==> src/rtl/acumulador_pkg.sv <==
// Shared types and constants for the RAM-summing Avalon-MM master.
package acumulador_pkg;

    typedef enum logic [2:0] {IDLE, READ, DRAIN, WBACK, DONE} state_t;

    localparam logic [2:0] CSR_CTRL      = 3'd0;
    localparam logic [2:0] CSR_STATUS    = 3'd1;
    localparam logic [2:0] CSR_BASE      = 3'd2;
    localparam logic [2:0] CSR_COUNT     = 3'd3;
    localparam logic [2:0] CSR_RESULT_LO = 3'd4;
    localparam logic [2:0] CSR_RESULT_HI = 3'd5;
    localparam logic [2:0] CSR_DEST      = 3'd6;

    localparam int MEM_AW    = 14;
    localparam int MAX_COUNT = 16384;

    function automatic logic [63:0] sext(input logic [31:0] d);
        return {{32{d[31]}}, d};
    endfunction

endpackage

==> src/rtl/acumulador_csr.sv <==
// CSR slave: control/status flags, BASE/COUNT/DEST registers, registered read mux, irq.
// DEST only exists when ACUM_WRITEBACK_EN is defined.
module acumulador_csr #(
    parameter int ACC_W  = 40,
    parameter int MEM_AW = 14
) (
    input  logic              clk,
    input  logic              reset,
    input  logic [2:0]        csr_address,
    input  logic              csr_read,
    input  logic              csr_write,
    input  logic [31:0]       csr_writedata,
    output logic [31:0]       csr_readdata,
    output logic              irq,
    input  logic              busy,
    input  logic              set_done,
    input  logic              set_ovf,
    input  logic              clr_ovf,
    input  logic [ACC_W-1:0]  acc,
    output logic              start_req,
    output logic [MEM_AW-1:0] base,
`ifdef ACUM_WRITEBACK_EN
    output logic [MEM_AW-1:0] dest,
`endif
    output logic [14:0]       count
);
    import acumulador_pkg::*;

    logic        irq_en, done, ovf;
    logic [31:0] rd_mux;
    logic [63:0] acc_x;
    logic        wr_ctrl, wr_status, wr_base, wr_count;

    assign wr_ctrl   = csr_write && csr_address == CSR_CTRL;
    assign wr_status = csr_write && csr_address == CSR_STATUS;
    assign wr_base   = csr_write && csr_address == CSR_BASE  && !busy;
    assign wr_count  = csr_write && csr_address == CSR_COUNT && !busy;

    assign start_req = wr_ctrl && csr_writedata[0];
    assign irq       = done && irq_en;
    assign acc_x     = 64'($signed(acc));

    always_comb begin
        rd_mux = '0;
        case (csr_address)
            CSR_CTRL:      rd_mux = {30'd0, irq_en, 1'b0};
            CSR_STATUS:    rd_mux = {29'd0, ovf, done, busy};
            CSR_BASE:      rd_mux = 32'(base);
            CSR_COUNT:     rd_mux = 32'(count);
            CSR_RESULT_LO: rd_mux = acc_x[31:0];
            CSR_RESULT_HI: rd_mux = acc_x[63:32];
`ifdef ACUM_WRITEBACK_EN
            CSR_DEST:      rd_mux = 32'(dest);
`endif
            default:       rd_mux = '0;
        endcase
    end

    always_ff @(posedge clk or posedge reset) begin
        if (reset) begin
            irq_en       <= 1'b0;
            done         <= 1'b0;
            ovf          <= 1'b0;
            base         <= '0;
            count        <= '0;
`ifdef ACUM_WRITEBACK_EN
            dest         <= '0;
`endif
            csr_readdata <= '0;
        end else begin
            if (wr_ctrl) irq_en <= csr_writedata[1];
            // hardware set beats a same-cycle W1C
            if (set_done)                               done <= 1'b1;
            else if (wr_status && csr_writedata[1])     done <= 1'b0;
            if (set_ovf)                                ovf <= 1'b1;
            else if (clr_ovf || (wr_status && csr_writedata[2])) ovf <= 1'b0;
            if (wr_base) base <= csr_writedata[MEM_AW-1:0];
            if (wr_count)
                count <= (csr_writedata > 32'(MAX_COUNT)) ? 15'(MAX_COUNT) : csr_writedata[14:0];
`ifdef ACUM_WRITEBACK_EN
            if (csr_write && csr_address == CSR_DEST && !busy) dest <= csr_writedata[MEM_AW-1:0];
`endif
            if (csr_read) csr_readdata <= rd_mux;
        end
    end

endmodule

==> src/rtl/acumulador_mem_master.sv <==
// Streams COUNT words from the data RAM and sums them signed into an ACC_W-bit accumulator.
// Define ACUM_WRITEBACK_EN to write acc[31:0] back to RAM at DEST before done.
module acumulador_mem_master #(
    parameter int ACC_W  = 40,
    parameter int MEM_AW = 14
) (
    input  logic              clk,
    input  logic              reset,
    input  logic [2:0]        csr_address,
    input  logic              csr_read,
    input  logic              csr_write,
    input  logic [31:0]       csr_writedata,
    output logic [31:0]       csr_readdata,
    output logic              irq,
    output logic [MEM_AW-1:0] mem_address,
    output logic              mem_chipselect,
    output logic              mem_write,
    output logic [3:0]        mem_byteenable,
    output logic [31:0]       mem_writedata,
    output logic              mem_debugaccess,
    output logic              mem_clken,
    input  logic [31:0]       mem_readdata
);
    import acumulador_pkg::*;

    state_t            state, nxt;
    logic [14:0]       idx, count;
    logic [MEM_AW-1:0] base;
`ifdef ACUM_WRITEBACK_EN
    logic [MEM_AW-1:0] dest;
`endif
    logic              vld_pipe;
    logic [ACC_W-1:0]  acc, addend, sum;
    logic              start_req, accept, busy, issue, ovf_set;

    assign busy   = state != IDLE;
    assign accept = start_req && state == IDLE;
    assign issue  = state == READ;

    assign addend  = ACC_W'(sext(mem_readdata));
    assign sum     = acc + addend;
    assign ovf_set = vld_pipe && (acc[ACC_W-1] == addend[ACC_W-1]) && (sum[ACC_W-1] != acc[ACC_W-1]);

    always_comb begin
        nxt = state;
        case (state)
            IDLE:  if (start_req) nxt = (count == '0) ? DONE : READ;
            READ:  if (idx == count - 15'd1) nxt = DRAIN;
`ifdef ACUM_WRITEBACK_EN
            DRAIN: nxt = WBACK;
`else
            DRAIN: nxt = DONE;
`endif
            WBACK: nxt = DONE;
            DONE:  nxt = IDLE;
            default: nxt = IDLE;
        endcase
    end

    always_ff @(posedge clk or posedge reset) begin
        if (reset) begin
            state    <= IDLE;
            idx      <= '0;
            vld_pipe <= 1'b0;
            acc      <= '0;
        end else begin
            state <= nxt;
            if (accept)     idx <= '0;
            else if (issue) idx <= idx + 15'd1;
            // readdata arrives the cycle after the address, so valid trails issue by one
            vld_pipe <= issue;
            if (accept)        acc <= '0;
            else if (vld_pipe) acc <= sum;
        end
    end

    always_comb begin
        mem_chipselect = 1'b0;
        mem_write      = 1'b0;
        mem_address    = '0;
        mem_writedata  = '0;
        case (state)
            READ: begin
                mem_chipselect = 1'b1;
                mem_address    = base + idx[MEM_AW-1:0];
            end
`ifdef ACUM_WRITEBACK_EN
            WBACK: begin
                mem_chipselect = 1'b1;
                mem_write      = 1'b1;
                mem_address    = dest;
                mem_writedata  = acc[31:0];
            end
`endif
            default: ;
        endcase
    end

    assign mem_debugaccess = mem_write;
    assign mem_byteenable  = 4'hF;
    assign mem_clken       = 1'b1;

    acumulador_csr #(.ACC_W(ACC_W), .MEM_AW(MEM_AW)) u_csr (
        .clk           (clk),
        .reset         (reset),
        .csr_address   (csr_address),
        .csr_read      (csr_read),
        .csr_write     (csr_write),
        .csr_writedata (csr_writedata),
        .csr_readdata  (csr_readdata),
        .irq           (irq),
        .busy          (busy),
        .set_done      (state == DONE),
        .set_ovf       (ovf_set),
        .clr_ovf       (accept),
        .acc           (acc),
        .start_req     (start_req),
        .base          (base),
`ifdef ACUM_WRITEBACK_EN
        .dest          (dest),
`endif
        .count         (count)
    );

endmodule

==> config.mk <==
export PLATFORM = sky130hd
export DESIGN_NAME = acumulador_mem_master
export DESIGN_NICKNAME = d
export VERILOG_FILES = /design/src/rtl/acumulador_pkg.sv /design/src/rtl/acumulador_csr.sv /design/src/rtl/acumulador_mem_master.sv
export SDC_FILE = /design/constraint.sdc
export NUM_CORES = 1
export LEC_CHECK = 0
export ABC_AREA = 1
export BUFFER_PORTS_ARGS = -buffer_cell sky130_fd_sc_hd__buf_2
export CAP_MARGIN = 10
export CORE_ASPECT_RATIO = 1.4
export CORE_UTILIZATION = 34
export CTS_BUF_LIST = sky130_fd_sc_hd__clkbuf_16
export DETAILED_ROUTE_END_ITERATION = 10
export REMOVE_ABC_BUFFERS = 1
export SLEW_MARGIN = 25
export SYNTH_ARGS = -nofsm -noshare
export SYNTH_HDL_FRONTEND = slang
export SYNTH_SLANG_ARGS = --single-unit
==> constraint.sdc <==
create_clock -name clk -period 6.3 [get_ports clk]
set_input_delay 0.315 -clock clk [delete_from_list [all_inputs] [get_ports clk]]
set_output_delay 0.315 -clock clk [all_outputs]
set_load 0.005 [all_outputs]
==> reports/results.tsv <==
metric	value	unit
post-placement cell area	0.01081	sq mm
crit-path leading delay family	adder cells	
half-perimeter wire length of the detailed placement result	27000	microns
proportion of netlist area held by the largest area contributor	30.63	%
Post-synth ARST share	100.0	%
number of H-tree branching levels	4	
die area	0.03026	sq mm
number of buffers on the longest clock path	2	
Yosys top cell by area	sky130_fd_sc_hd__dfrtp_1	
gate count of the mapped netlist	1477	
layout cells sized above 1	13.62	%
area growth from synthesis to final layout	13.40	%
Worst path max stage delay	430	ps
count of flip-flops with a built-in enable after synthesis	0	
leading post-synthesis cells by cell area	sky130_fd_sc_hd__dfrtp_1 31%, sky130_fd_sc_hd__nand2_1 15%, sky130_fd_sc_hd__inv_1 6.9%	
P_sw	1.836	mW
vias after detailed routing	9991	
signal arrival time at the worst endpoint	2610	ps
most common cell after layout, fill and taps aside	sky130_fd_sc_hd__nand2_1	
cells traversed along the worst timing path	ha_1 -> fa_1 -> nand3_1 -> nand3_1 -> a21oi_1 -> o211ai_1 -> o21ai_0 -> a21oi_1 -> buf_2	
number of buffers created by CTS	17	
Clock transition at path regs	60	ps
final-layout fill cell count	3171	
Worst Hold Class	in -> async	
slowest cell on the critical path	sky130_fd_sc_hd__dfrtp_1	
synthesized area	0.01005	sq mm
post-CTS setup buffer count	0	
internal power consumption	2.242	mW
Tightest Pin Transition	883.2	ps
sequential cell area fraction in the yosys report	30.63	%
gr ovfl total	0	
number of primary I/O pins	158	
PostCTS Resize Cnt	0	
summed area of non-filler cells in the final layout	0.01139	sq mm
max-cap check violation count	0	
result of the run	completed	
detail-routed net length per standard cell	17.22	microns
Synth Warn #	0	
input/output buffers	118	
critical path type	reg -> out	
switching power as a share of total power	45.01	%
violation count after the first detailed-route iteration	557	
Vert. Die Dim	205.4	microns
Fmax achieved	0.3423	GHz
maximum number of pins on one net before global-route repair	69	
clock insertion delay at the later pin of the skew report	440	ps
initial antenna violation count	0	
DRT Pass-1 Iters	5	
root cell of the clock tree	sky130_fd_sc_hd__clkbuf_16	
synthesized flop and latch total	123	
width of the die	147.3	microns
number of buffer and inverter instances along the worst setup path	1	
highest metal layer used by the detailed router	met4	
DRC violations left	0	
post-route clock period utilization	46.37	%
wire length on met3	1233	microns
number of buffers inserted for hold repair after clock tree synthesis	0	
clock tree from TritonCTS	yes	
hold violation total from the final report	0	
number of routed nets with antenna violations	0	
Mean Syn Cell Area	6.803	sq um
final sum of negative setup slack	0	ps
CP endpoint kind	output port	
Met1 Routed Length	13310	microns
most used cells in the layout excluding fill and tap cells	409 x sky130_fd_sc_hd__nand2_1, 186 x sky130_fd_sc_hd__inv_1, 155 x sky130_fd_sc_hd__nor2_1	
number of placement rows	74	
RD Place Congestion	0.9933	
number of nets in the layout	1716	
detailed route wirelength on metal2	18050	microns
detail-routed via count per cell	5.043	
global-route wire length before repair	53270	microns
area of the placeable core	0.02917	sq mm
total wire length	34100	microns
worst IR drop on VDD	0.0002327	V
static leakage power	5.823	nW
vias in the first global route	9830	
part of the power in registers	27.6	%
count of antenna diodes in the layout	0	
kind of launch point of the worst setup path	flop	
final critical-path required period	2922	ps
RSZ-0062 raised after global routing	false	
clock network fraction of total power	24.1	%
Total GRT Usage	23.14	%
highest fanout seen on the critical path	5	
initial cell density of the core	34.45	%
final setup skew	12.47	ps
required time at the worst-slack endpoint	5980	ps
CTS sink count	123	
proportion of power drawn by combinational gates	48.3	%
Max-slew headroom	41.12	%
power density of the placed cells	357.9	mW/mm^2
Setup violations, final	0	
Top FF cell, synth	sky130_fd_sc_hd__dfrtp_1	
distinct cell type count after synthesis	53	
number of max-slew violations in the final report	0	
-- metal layers --
layer	vias up	track usage [%]
met5	-	0
met3	86	2.838
met2	286	44.41
met1	4632	24.97
li1	4987	-
met4	0	10.60
-- logic make-up after synthesis --
group	count (synthesis)	share of synthesized area, %
compound gates	266	15.07
xor+xnor	19	1.656
fa+ha+maj	57	7.247
buf+inv	262	11.94
flops	123	30.63
mux	27	3.026
other cells	2	0.07474
simple gates	721	30.36
-- power groups by stage --
stage | sequential (mW) | clock, mW | combinational (mW)
after detailed placement | 1.14 | 0 | 1.95
after global placement | 1.13 | 0 | 1.93
after CTS | 1.12 | 1.01 | 1.96
after floorplan | 1.09 | 0 | 1.39
after global routing | 1.15 | 1.04 | 2.23
final | 1.13 | 0.982 | 1.97
-- area by class of cell --
class | count | area (sq um) | area share, %
timing repair buffer | 120 | 609.3 | 5.348
inverter | 197 | 747.0 | 6.555
sequential | 123 | 3078 | 27.01
tap | 380 | 475.5 | 4.173
multi-input combinational | 1129 | 5909 | 51.86
clock inverter | 15 | 150.1 | 1.318
clock buffer | 17 | 425.4 | 3.733
-- registers in the layout, indices dropped and copies added (netlist names) --
name / cells
vld_pipe: 1
u_csr.count: 15
acc: 40
u_csr.done: 1
u_csr.csr_readdata: 32
u_csr.base: 14
u_csr.ovf: 1
u_csr.irq_en: 1
idx: 15
state: 3
-- final timing paths --
path                                               startpoint                                 end  slack (ps)  depth (start not counted)
max                                        idx[0]$_DFFE_PP0P_                     mem_address[10]        3380                          9
min                                                     reset   u_csr.csr_readdata[1]$_DFFE_PP0P_          60                          2
max reg2reg                              state[2]$_DFFE_PP0P_                 acc[24]$_DFFE_PP0P_        3710                          8
min reg2reg                u_csr.csr_readdata[31]$_DFFE_PP0P_  u_csr.csr_readdata[31]$_DFFE_PP0P_         500                          1
max in group asynchronous                               reset                 acc[14]$_DFFE_PP0P_        4890                          3
min in group clk                             csr_writedata[9]           u_csr.base[9]$_DFFE_PP0P_         140                          3
-- stage by stage --
step | hold WS [ps] | total power, mW | std cells | util [%] | worst slack, ps
2_1_floorplan | 422.2 | 2.485 | 1449 | - | 2714
3_3_place_gp | 488.4 | 3.062 | 1948 | 37.06 | 3782
3_5_place_dp | 491.1 | 3.090 | 1948 | 37.06 | 3707
4_1_cts | 106.6 | 4.093 | 1980 | 39.03 | 3379
5_1_grt | 154.0 | 4.418 | 1981 | 39.07 | 3236
6_report | 63.04 | 4.078 | 1981 | 39.07 | 3379
-- cell usage after synthesis (all sizes together), types with 7 or more instances --
cell	n
nand2	414
inv	196
nor2	160
dfrtp	123
o21ai	121
nand3	89
a21oi	83
buf	55
ha	55
o22ai	28
mux2	27
nor3	21
nand4	19
clkbuf	10
xor2	10
xnor2	9
nor4	7
o21bai	7
-- worst reg2reg max path: stages, from the launching register on --
cell and delay [ps]:
sky130_fd_sc_hd__dfrtp_1 360, sky130_fd_sc_hd__nor2_1 60, sky130_fd_sc_hd__nand2_1 210, sky130_fd_sc_hd__inv_1 140
sky130_fd_sc_hd__nand2_2 290, sky130_fd_sc_hd__inv_2 190, sky130_fd_sc_hd__nor2_4 570, sky130_fd_sc_hd__inv_2 390
sky130_fd_sc_hd__o21ai_0 280
Power figures use the tool's default switching activity.
